==> src/rtl/disp_pkg.sv <==
// Shared constants for the display scan decoder: segment patterns, code values, FSM states.
package disp_pkg;

  localparam int unsigned NUM_DIGITS_DEF = 7;
  localparam int unsigned SEG_W_DEF      = 7;
  localparam int unsigned CODE_W         = 5;

  // Active-low patterns, bit0 = a ... bit6 = g
  localparam logic [6:0] SEG_0     = 7'h40;
  localparam logic [6:0] SEG_1     = 7'h79;
  localparam logic [6:0] SEG_2     = 7'h24;
  localparam logic [6:0] SEG_3     = 7'h30;
  localparam logic [6:0] SEG_4     = 7'h19;
  localparam logic [6:0] SEG_5     = 7'h12;
  localparam logic [6:0] SEG_6     = 7'h02;
  localparam logic [6:0] SEG_7     = 7'h78;
  localparam logic [6:0] SEG_8     = 7'h00;
  localparam logic [6:0] SEG_9     = 7'h10;
  localparam logic [6:0] SEG_A     = 7'h08;
  localparam logic [6:0] SEG_B     = 7'h03;
  localparam logic [6:0] SEG_C     = 7'h46;
  localparam logic [6:0] SEG_D     = 7'h21;
  localparam logic [6:0] SEG_E     = 7'h06;
  localparam logic [6:0] SEG_F     = 7'h0E;
  localparam logic [6:0] SEG_BLANK = 7'h7F;

  localparam logic [4:0] CODE_BLANK = 5'h10;
  localparam logic [4:0] CODE_UNK   = 5'h1F;

  typedef enum logic [1:0] {IDLE, COLLECT, FRAME, STALL} scan_state_e;

endpackage

==> src/rtl/seg7_to_code.sv <==
// Combinational lookup from an active-low 7-segment pattern back to its character code.
module seg7_to_code
  import disp_pkg::*;
(
  input  logic [SEG_W_DEF-1:0] seg,
  output logic [CODE_W-1:0]    code_c
);

  always_comb begin
    code_c = CODE_UNK;
    case (seg)
      SEG_0:     code_c = 5'h00;
      SEG_1:     code_c = 5'h01;
      SEG_2:     code_c = 5'h02;
      SEG_3:     code_c = 5'h03;
      SEG_4:     code_c = 5'h04;
      SEG_5:     code_c = 5'h05;
      SEG_6:     code_c = 5'h06;
      SEG_7:     code_c = 5'h07;
      SEG_8:     code_c = 5'h08;
      SEG_9:     code_c = 5'h09;
      SEG_A:     code_c = 5'h0A;
      SEG_B:     code_c = 5'h0B;
      SEG_C:     code_c = 5'h0C;
      SEG_D:     code_c = 5'h0D;
      SEG_E:     code_c = 5'h0E;
      SEG_F:     code_c = 5'h0F;
      SEG_BLANK: code_c = CODE_BLANK;
      default:   code_c = CODE_UNK;
    endcase
  end

endmodule

==> src/rtl/disp_scan_decoder.sv <==
// Samples a multiplexed 7-segment scan bus, captures stable digit dwells and assembles frames.
// Define SCAN_TIMEOUT_EN to build the stall timeout counter.
module disp_scan_decoder
  import disp_pkg::*;
#(
  parameter int unsigned NUM_DIGITS     = NUM_DIGITS_DEF,
  parameter int unsigned SEG_W          = SEG_W_DEF,
  parameter int unsigned SETTLE_CYCLES  = 4,
  parameter int unsigned TIMEOUT_CYCLES = 1000000
) (
  input  logic                         clk,
  input  logic                         rst,
  input  logic [NUM_DIGITS-1:0]        trans,
  input  logic [SEG_W-1:0]             led7seg,
  input  logic                         err_clr,
  output logic                         digit_valid,
  output logic [2:0]                   digit_idx,
  output logic [CODE_W-1:0]            digit_code,
  output logic                         frame_valid,
  output logic [NUM_DIGITS*CODE_W-1:0] frame_codes,
  output logic                         err_multi,
  output logic                         stall
);

  localparam int unsigned SMP_W = NUM_DIGITS + SEG_W;
  localparam int unsigned CNT_W = $clog2(SETTLE_CYCLES + 1);
  localparam logic [NUM_DIGITS-1:0] ALL_SEEN = '1;

  logic [SMP_W-1:0]             s_q, s_prev_q;
  logic [CNT_W-1:0]             stab_q, stab_nxt_c;
  logic                         captured_q;
  logic                         same_c, eligible_c, onehot_c, multi_c;
  logic                         capture_c, err_set_c, timeout_c;
  logic [NUM_DIGITS-1:0]        sel_c, seen_q, seen_nxt_c;
  logic [2:0]                   idx_c;
  logic [CODE_W-1:0]            code_c;
  logic [NUM_DIGITS*CODE_W-1:0] codes_q, codes_nxt_c;
  scan_state_e                  state_q, state_nxt_c;

  // Input sampling and dwell stability tracking; one capture per dwell
  always_ff @(posedge clk) begin
    if (rst) begin
      s_q        <= '0;
      s_prev_q   <= '0;
      stab_q     <= '0;
      captured_q <= 1'b0;
    end else begin
      s_q        <= {trans, led7seg};
      s_prev_q   <= s_q;
      stab_q     <= stab_nxt_c;
      captured_q <= same_c ? (captured_q | eligible_c) : eligible_c;
    end
  end

  assign same_c     = (s_q == s_prev_q);
  assign stab_nxt_c = !same_c ? CNT_W'(1) :
                      (stab_q == CNT_W'(SETTLE_CYCLES)) ? stab_q : stab_q + CNT_W'(1);
  assign eligible_c = (stab_nxt_c == CNT_W'(SETTLE_CYCLES)) && !(same_c && captured_q);

  assign sel_c     = s_q[SMP_W-1:SEG_W];
  assign onehot_c  = (sel_c != '0) && ((sel_c & (sel_c - 1'b1)) == '0);
  assign multi_c   = (sel_c != '0) && !onehot_c;
  assign capture_c = eligible_c && onehot_c;
  assign err_set_c = eligible_c && multi_c;

  seg7_to_code u_dec (
    .seg    (s_q[SEG_W-1:0]),
    .code_c (code_c)
  );

  // Select index and the code array as it will look after this capture
  always_comb begin
    idx_c       = '0;
    codes_nxt_c = codes_q;
    for (int unsigned i = 0; i < NUM_DIGITS; i++) begin
      if (sel_c[i]) idx_c = 3'(i);
      if (capture_c && sel_c[i]) codes_nxt_c[i*CODE_W +: CODE_W] = code_c;
    end
  end

  assign seen_nxt_c = seen_q | (capture_c ? sel_c : '0);

`ifdef SCAN_TIMEOUT_EN
  localparam int unsigned TO_W = $clog2(TIMEOUT_CYCLES + 1);
  logic [TO_W-1:0] to_q;

  always_ff @(posedge clk) begin
    if (rst || capture_c)                  to_q <= '0;
    else if (to_q != TO_W'(TIMEOUT_CYCLES)) to_q <= to_q + TO_W'(1);
  end

  // Fires on the edge where the counter reaches the limit, and stays while saturated
  assign timeout_c = !capture_c && (to_q >= TO_W'(TIMEOUT_CYCLES - 1));
`else
  assign timeout_c = 1'b0 && (TIMEOUT_CYCLES != 0);
`endif

  always_ff @(posedge clk) begin
    if (rst) state_q <= IDLE;
    else     state_q <= state_nxt_c;
  end

  always_comb begin
    state_nxt_c = state_q;
    case (state_q)
      IDLE:    if (capture_c)      state_nxt_c = COLLECT;
               else if (timeout_c) state_nxt_c = STALL;
      COLLECT: if (capture_c && (seen_nxt_c == ALL_SEEN)) state_nxt_c = FRAME;
               else if (timeout_c)                        state_nxt_c = STALL;
      FRAME:   state_nxt_c = COLLECT;
      STALL:   if (capture_c)      state_nxt_c = COLLECT;
      default: state_nxt_c = IDLE;
    endcase
  end

  // Registered outputs and frame assembly
  always_ff @(posedge clk) begin
    if (rst) begin
      digit_valid <= 1'b0;
      digit_idx   <= '0;
      digit_code  <= '0;
      frame_valid <= 1'b0;
      frame_codes <= '0;
      err_multi   <= 1'b0;
      stall       <= 1'b0;
      codes_q     <= '0;
      seen_q      <= '0;
    end else begin
      digit_valid <= capture_c;
      if (capture_c) begin
        digit_idx  <= idx_c;
        digit_code <= code_c;
      end
      frame_valid <= (state_nxt_c == FRAME);
      if (state_nxt_c == FRAME) frame_codes <= codes_nxt_c;
      codes_q   <= codes_nxt_c;
      seen_q    <= (state_nxt_c == FRAME) ? '0 : seen_nxt_c;
      err_multi <= err_set_c | (err_multi & ~err_clr);
      stall     <= (state_nxt_c == STALL);
    end
  end

endmodule
==> config.mk <==
export PLATFORM = sky130hd
export DESIGN_NAME = disp_scan_decoder
export DESIGN_NICKNAME = d
export VERILOG_FILES = /design/src/rtl/disp_pkg.sv /design/src/rtl/seg7_to_code.sv /design/src/rtl/disp_scan_decoder.sv
export SDC_FILE = /design/constraint.sdc
export NUM_CORES = 1
export LEC_CHECK = 0
export BUFFER_PORTS_ARGS = -buffer_cell sky130_fd_sc_hd__buf_2
export CAP_MARGIN = 20
export CORE_MARGIN = 2
export CORE_UTILIZATION = 25
export DETAILED_ROUTE_END_ITERATION = 8
export MAX_ROUTING_LAYER = met4
export PLACE_DENSITY = 0.41
export SKIP_LAST_GASP = 1
export SYNTH_ARGS = -nofsm -noshare
export SYNTH_HDL_FRONTEND = slang
export SYNTH_SLANG_ARGS = --single-unit
==> constraint.sdc <==
create_clock -name clk -period 3.2 [get_ports clk]
set_clock_uncertainty 0.1 [all_clocks]
set_input_delay 0.32 -clock clk [delete_from_list [all_inputs] [get_ports clk]]
set_output_delay 0.32 -clock clk [all_outputs]
set_load 0.05 [all_outputs]
==> results.txt, run 1 <==
----------------------------------------------------
[Outcome]
  Outcome ... finished, final reports clean

[Global routing]
  Aggregate global-route resource usage ... 13.2%
  Number of global-route vias before repair ... 4000
  Aggregate global routing overflow ... 0
  First-pass GRT wire length ... approximately 22000 um
  Pin count of the biggest net entering global routing ... 75
  Antenna violations before repair ... 0

[STA]
  Endpoints failing setup ... 0
  Tcrit/Tclk final ... 92.3%
  Maximum clock frequency ... 338 MHz
  Final worst path period need ... around 3000 ps
  Unrepaired setup endpoints after global routing ... false
  Total negative slack for setup checks ... 0 ps
  Count of final hold-check violations ... 0
  Final number of max-transition violations ... 0
  Setup ws final ... 245 ps
  Slew @ Worst Pin ... a little over 800 ps
  Worst max-slew margin expressed relative to the limit ... roughly 46%

[Critical path]
  Critical path startpoint category ... flip-flop
  Delay of the slowest critical-path stage ... 570 ps
  Largest driver fanout on the critical path ... 60
  Required time at the worst-slack endpoint ... roughly 3400 ps
  Crit path arrival time ... 3170 ps
  Critical path start-end classification ... flip-flop to flip-flop
  Number of buffers and inverters on the critical path ... 2
  Cell-by-cell listing of the critical path ... xor2_1 > nor4_1 > nand4_1 > buf_4 > o31a_1 > a21oi_4 > buf_12 > nand3_1 > o41ai_2
  Critical-path cell with the highest stage delay ... dfxtp_1
  Family with the most delay on the worst path ... simple AND/OR/NAND/NOR gates
  Critical Path Sink Type ... flip-flop

[Route]
  Per-cell routed wire length ... roughly 15 um
  Drt drc ... 0
  Count of routing violations after the opening detailed-route iteration ... between 150 and 200
  Via-per-instance ratio ... 4.59
  Vias ... just under 4000
  Post-route ant nets ... 0
  Number of optimization iterations in the first detailed-route pass ... 5
  Total wirelength of the detailed-routed design ... 13200 um

[Clock tree]
  Root Buffer ... clkbuf_16
  Number of hold-repair buffers added at the cts stage ... 0
  Number of buffers created by CTS ... 17
  CTS tree ... yes
  CTS clk-pin slew, worst paths ... 50 ps
  Bufs on Longest Clock Path ... 2
  Number of H-tree levels ... 4
  Worst-Skew Late Latency ... slightly above 400 ps
  Clock sink count ... 123

[Synthesis]
  Main synth FF type ... dfxtp_1
  Mean cell area of the mapped netlist ... between 9 and 10 um2
  Biggest area consumer among synthesized cells ... dfxtp_1
  Post-synthesis net count ... 537
  Proportion of register bits with asynchronous set or reset after synthesis ... 0%
  Mapped Area ... 0.00506 mm2
  Seq cells post-synth ... 123
  Fraction of the yosys area taken by sequential cells ... 48.7%
  Number of enable-type register cells in the synthesized netlist ... 0
  Number of instances in the synthesized netlist ... 516
  Count leader, synth ... dfxtp_1
  Synthesis Warnings ... 0
  Top cell types by occurrence after synthesis ... 123 x dfxtp_1, 59 x nor2_1, 36 x nand3_1
  Count of cell types in the netlist ... between 60 and 70
  Top cells by area, synth ... dfxtp_1 49%, mux2i_1 4.7%, nor2_1 4.4%, nor2b_1 3.6%, nand3_1 3.6%
  Share of Yosys cell area claimed by the top area cell type ... roughly half

[Floorplan]
  Standard cell core area ... approximately 0.020 mm2
  Initial standard-cell utilization of the core ... between 20% and 30%
  Horizontal die dimension ... 146 um
  Number of core rows ... 52
  IO Count ... 64
  Floorplan die area ... 0.0214 mm2
  Height of the die ... 146 um

[Placement]
  GP Congestion ... 0.752
  Worst slack at placement ... -13.1 ps
  Half-perimeter wire length of the detailed placement result ... roughly 9200 um
  Number of buffers inserted by port buffering ... between 60 and 70

[Layout]
  Fill cell count ... 2141
  Area grow syn2layout ... 24.9%
  Number of antenna cells inserted ... 0
  Final core area utilization ... roughly a third
  Share of cells above drive strength 1 ... about a quarter
  Final layout net count ... 598

[Job]
  Number of maximum-capacitance violations ... 0

[Power]
  Power density over the cells ... 587 mW/mm2
  Static leakage ... approximately 2.5 nW
  Maximum ir drop on the vdd rail ... 0.317 mV

[Hold path]
  Path category of the worst min-delay check ... input port to flip-flop

----------------------------------------------------
-- layout make-up --
| type | instances | area [um2] | share of cell area [%] |
|---|---|---|---|
| repair buffers | 89 | 551 | 8.71 |
| clock buffers | 20 | 447 | 7.07 |
| clock inverters | 11 | 146 | 2.32 |
| multi-input cells | 334 | 2330 | 36.9 |
| well taps | 270 | 338 | 5.35 |
| flip-flops and latches | 123 | 2460 | 39.0 |
| inverters | 12 | 45.0 | 0.713 |
-- what timing repair did --
action                                 4_1_cts  5_1_grt
gates resized for setup                      0        3
setup endpoints to repair                   15        9
endpoints found under the hold margin        0        0
setup buffers                                1        0
-- sequential cells by signal (all words and copies together), names as in the netlist, 2 cells and up --
name	count
codes_q	35
frame_codes	35
s_prev_q	14
s_q	14
seen_q	7
digit_code	5
digit_idx	3
stab_q	3
state_q	2
-- metrics by stage --
| stage | total power, mW | hold WS, ps | instance area (um2) | instances |
|---|---|---|---|---|
| after floorplan | 1.73 | 303 | 5060 | 516 |
| after global placement | 1.80 | 351 | 5710 | 827 |
| after detailed placement | 1.81 | 355 | 5710 | 827 |
| after CTS | 3.76 | 0.455 | 6310 | 859 |
| after global routing | 3.85 | 18.3 | 6320 | 859 |
| final | 3.71 | 11.6 | 6320 | 859 |
-- layout by cell type, fill, tap and decap left out, drive strengths merged, types with 3 or more instances in the layout --
cell type  count
xor2          15
nor4           5
a22oi          3
clkbuf        20
nand3         36
ha             4
dfxtp        123
a21oi         11
and4           4
nor3          12
and2          13
o41ai          5
o21a           7
nor2b         29
a31oi          3
a211oi        10
a221oi         3
clkinv         6
inv           12
and3           3
a31o           4
bufinv         3
mux2           3
nor3b          3
nor2          60
buf           89
nand2          4
o31ai         26
nand3b         4
mux2i         24
o21ai          7
-- cells by family (layout without fill, tap and decap cells) --
family | Yosys count | after routing | synth area share, %
xor+xnor | 16 | 16 | 2.77
simple gates | 189 | 189 | 20.7
compound gates | 98 | 98 | 16.0
mux | 27 | 27 | 5.42
buf+inv | 59 | 132 | 5.44
flops | 123 | 123 | 48.7
fa+ha+maj | 4 | 4 | 0.989
-- path summary, 6_finish.rpt --
kind / startpoint / endpoint / slack, ps / depth (start not counted)
worst max-delay path: s_q[6] / frame_codes[1] / 240 / 9
worst min-delay path: led7seg[2] / s_q[2] / 10 / 2
worst max register to register: s_q[6] / frame_codes[1] / 240 / 9
worst min register to register: frame_codes[19] / frame_codes[19] / 360 / 2
-- metal layers --
metal	track usage [%]	vias up	part of all wire, %
met1	16.5	1882	48
met3	2.84	23	3.2
met2	20.7	81	47
met5	-	-	0
met4	5.87	0	2.3
li1	-	1957	-
-- where the power goes --
group          switching, mW  internal, mW
clock                  0.696          1.24
sequential            0.0210          1.55
combinational          0.129        0.0752
total                  0.846          2.86
Power figures use the tool's default switching activity.
==> run 2: changes to the inputs <==
CORE_MARGIN = 1.5   (was 2)
==> run 2 against run 1 <==
Power is 4.3% lower. First-iteration DRC count is 21% higher. Cell count is 0.47% lower. Critical path depth is 1 higher. Design area is 0.95% lower. Sequential power hardly changed. Routed wire length is 0.79% lower. Die area is 1.4% lower. Sequential cell count stayed put. Hold slack better by 7.2 ps. Sequential share of layout area is 0.37 points higher. Via count is 0.68% higher. Critical endpoint is now frame_codes[2].
==> results.txt, run 2 (synthesis gave the netlist of run 1 again) <==
----------------------------------------------------
[Route]
  Post-route ant nets ... 0 (unchanged)
  Number of optimization iterations in the first detailed-route pass ... 4 (-1)
  Count of routing violations after the opening detailed-route iteration ... 204 (+21%)
  Drt drc ... 0 (unchanged)
  Per-cell routed wire length ... 15.3 um (-0.33%)
  Via-per-instance ratio ... 4.64 (+1.2%)
  Total wirelength of the detailed-routed design ... 13100 um (-0.79%)
  Vias ... 3970 (+0.68%)

[Placement]
  Half-perimeter wire length of the detailed placement result ... 9120 um (-0.77%)
  # placed instances ... 822 (-0.60%)
  Number of buffers inserted by port buffering ... 63 (unchanged)
  Area of placed instances ... 0.00568 mm2 (-0.55%)
  GP Congestion ... 0.756 (+0.47%)

[Global routing]
  Number of global-route vias before repair ... 3920 (-2.0%)
  Aggregate global routing overflow ... 0 (unchanged)
  First-pass GRT wire length ... 21600 um (about the same)
  Antenna violations before repair ... 0 (unchanged)
  Pin count of the biggest net entering global routing ... 51 (-32%)
  Aggregate global-route resource usage ... 13.6% (+0.34 points)

[Critical path]
  Crit path arrival time ... 3110 ps (-60 ps)
  Critical-path cell with the highest stage delay ... or3_1
  Critical Path Sink Type ... flip-flop
  Worst r2r path cells ... 10 (+1)
  Critical path start-end classification ... flip-flop to flip-flop
  Family with the most delay on the worst path ... simple AND/OR/NAND/NOR gates
  Number of buffers and inverters on the critical path ... 2 (unchanged)
  Worst reg2reg endpoint ... frame_codes[2]
  Delay of the slowest critical-path stage ... 420 ps (-150 ps)
  Reg2reg setup slack ... 260 ps (+20 ps)
  Crit. path cell count ... 10 (+1)
  Critical register-to-register path startpoint ... stab_q[0]
  Critical path startpoint category ... flip-flop
  Largest driver fanout on the critical path ... 10 (-83%)
  Cell-by-cell listing of the critical path ... inv_1 > ha_1 > nand4bb_1 > o211a_1 > or3_1 > nor4b_4 > buf_4 > and2_1 > mux2i_1 > o31ai_2
  Required time at the worst-slack endpoint ... 3380 ps (-40 ps)

[Layout]
  Final standard cell area without fillers ... 0.00626 mm2 (-0.95%)
  Highest-count cells in the layout ignoring fill and taps ... 123 x dfxtp_1, 62 x buf_2, 59 x nor2_1
  Top Registers ... codes_q: 35 flops, frame_codes: 35 flops
  Number of antenna cells inserted ... 0 (unchanged)
  Final layout net count ... 600 (+0.33%)
  Area grow syn2layout ... 23.7%
  Most common library cell in the layout ignoring fill and taps ... dfxtp_1
  Share of cells above drive strength 1 ... 24.2% (-0.21 points)
  Post-Layout Cell Count ... 855 (-0.47%)

[STA]
  Tcrit/Tclk final ... 91.7% (-0.61 points)
  Maximum clock frequency ... 341 MHz (+0.66%)
  Count of final hold-check violations ... 0 (unchanged)
  Slew @ Worst Pin ... 524 ps (-283 ps)
  Endpoints failing setup ... 0 (unchanged)
  Unrepaired setup endpoints after global routing ... false
  Final number of max-transition violations ... 0 (unchanged)
  Worst max-slew margin expressed relative to the limit ... 65.0% (+19 points)
  Final worst path period need ... 2940 ps (-19.4 ps)
  Total negative slack for setup checks ... 0 ps (unchanged)

[Power]
  Maximum ir drop on the vdd rail ... 0.335 mV (+5.6%)
  Static leakage ... 2.47 nW (-0.66%)
  Power density over the cells ... 567 mW/mm2 (-3.4%)

[Hold path]
  Hold_sp ... trans[5]
  Worst Hold Endpoint ... s_q[12]
  Count of cells along the worst hold path ... 2 (unchanged)
  Path category of the worst min-delay check ... input port to flip-flop

[Clock tree]
  CTS clk-pin slew, worst paths ... 50 ps (about the same)
  Bufs on Longest Clock Path ... 2 (unchanged)
  Number of H-tree levels ... 4 (unchanged)
  Worst-Skew Late Latency ... 410 ps (about the same)
  Clock sink count ... 123 (unchanged)
  Root Buffer ... clkbuf_16
  CTS tree ... yes
  Number of buffers created by CTS ... 17 (unchanged)

[Floorplan]
  IO Count ... 64 (unchanged)
  Floorplan die area ... 0.0211 mm2 (-1.4%)
  Number of core rows ... 51 (-1.9%)
  Initial standard-cell utilization of the core ... 25.7% (+0.49 points)
  Standard cell core area ... 0.0197 mm2 (-1.9%)
  Height of the die ... 145 um (-0.68%)
  Horizontal die dimension ... 145 um (-0.68%)

[Outcome]
  Outcome ... finished, final reports clean

[Job]
  Number of maximum-capacitance violations ... 0 (unchanged)

----------------------------------------------------
[run 2: final cells by class]
cell class              count  area, um2
fillers                  2073      13400
flip-flops and latches    123       2460
multi-input cells         334       2330
repair buffers             91        546
clock buffers              22        474
well taps                 265        332
clock inverters             8       70.1
inverters                  12       45.0
[run 2: report_power, final]
| part | internal (mW) | switching, mW |
|---|---|---|
| sequential | 1.55 | 0.0231 |
| clock | 1.11 | 0.665 |
| combinational | 0.0761 | 0.125 |
| total | 2.74 | 0.813 |
[run 2: what timing repair did]
action / in CTS / in global routing
gates resized for setup: 0 / 3
hold buffers: 2 / 0
setup buffers: 0 / 1
endpoints found under the setup margin: 0 / 18
endpoints found under the hold margin: 2 / 0
[run 2: metal layers]
layer / GRT usage [%] / share of wire [%] / routed length, um
met1: 17.2 / 50 / 6530
met2: 20.3 / 44 / 5780
met5: - / 0 / 0
met3: 3.36 / 4.0 / 520
met4: 6.02 / 2.2 / 293
[run 2: per-stage QoR]
step	hold slack (ps)	worst slack [ps]	utilization (%)	total power, mW
finish	18.8	264	31.8	3.55
global placement	352	236	28.9	1.80
detailed placement	355	129	28.9	1.80
CTS	0.869	106	31.8	3.60
global route	8.30	25.2	31.8	3.70
floorplan	303	560	-	1.73
[run 2: how the worst max path moves through the flow]
| stage | endpoint | start |
|---|---|---|
| after detailed placement | frame_codes[27] | s_q[0] |
| after global placement | frame_codes[27] | s_q[0] |
| final | frame_codes[2] | stab_q[0] |
| after floorplan | frame_codes[2] | stab_q[0] |
| after global routing | frame_codes[15] | s_q[4] |
| after CTS | frame_codes[27] | s_q[0] |
[run 2: worst register-to-register path, stage by stage (launching register included)]
cell	delay (ps)
dfxtp_1	400
inv_1	70
ha_1	230
nand4bb_1	200
o211a_1	160
or3_1	420
nor4b_4	280
buf_4	200
and2_1	330
mux2i_1	310
o31ai_2	90
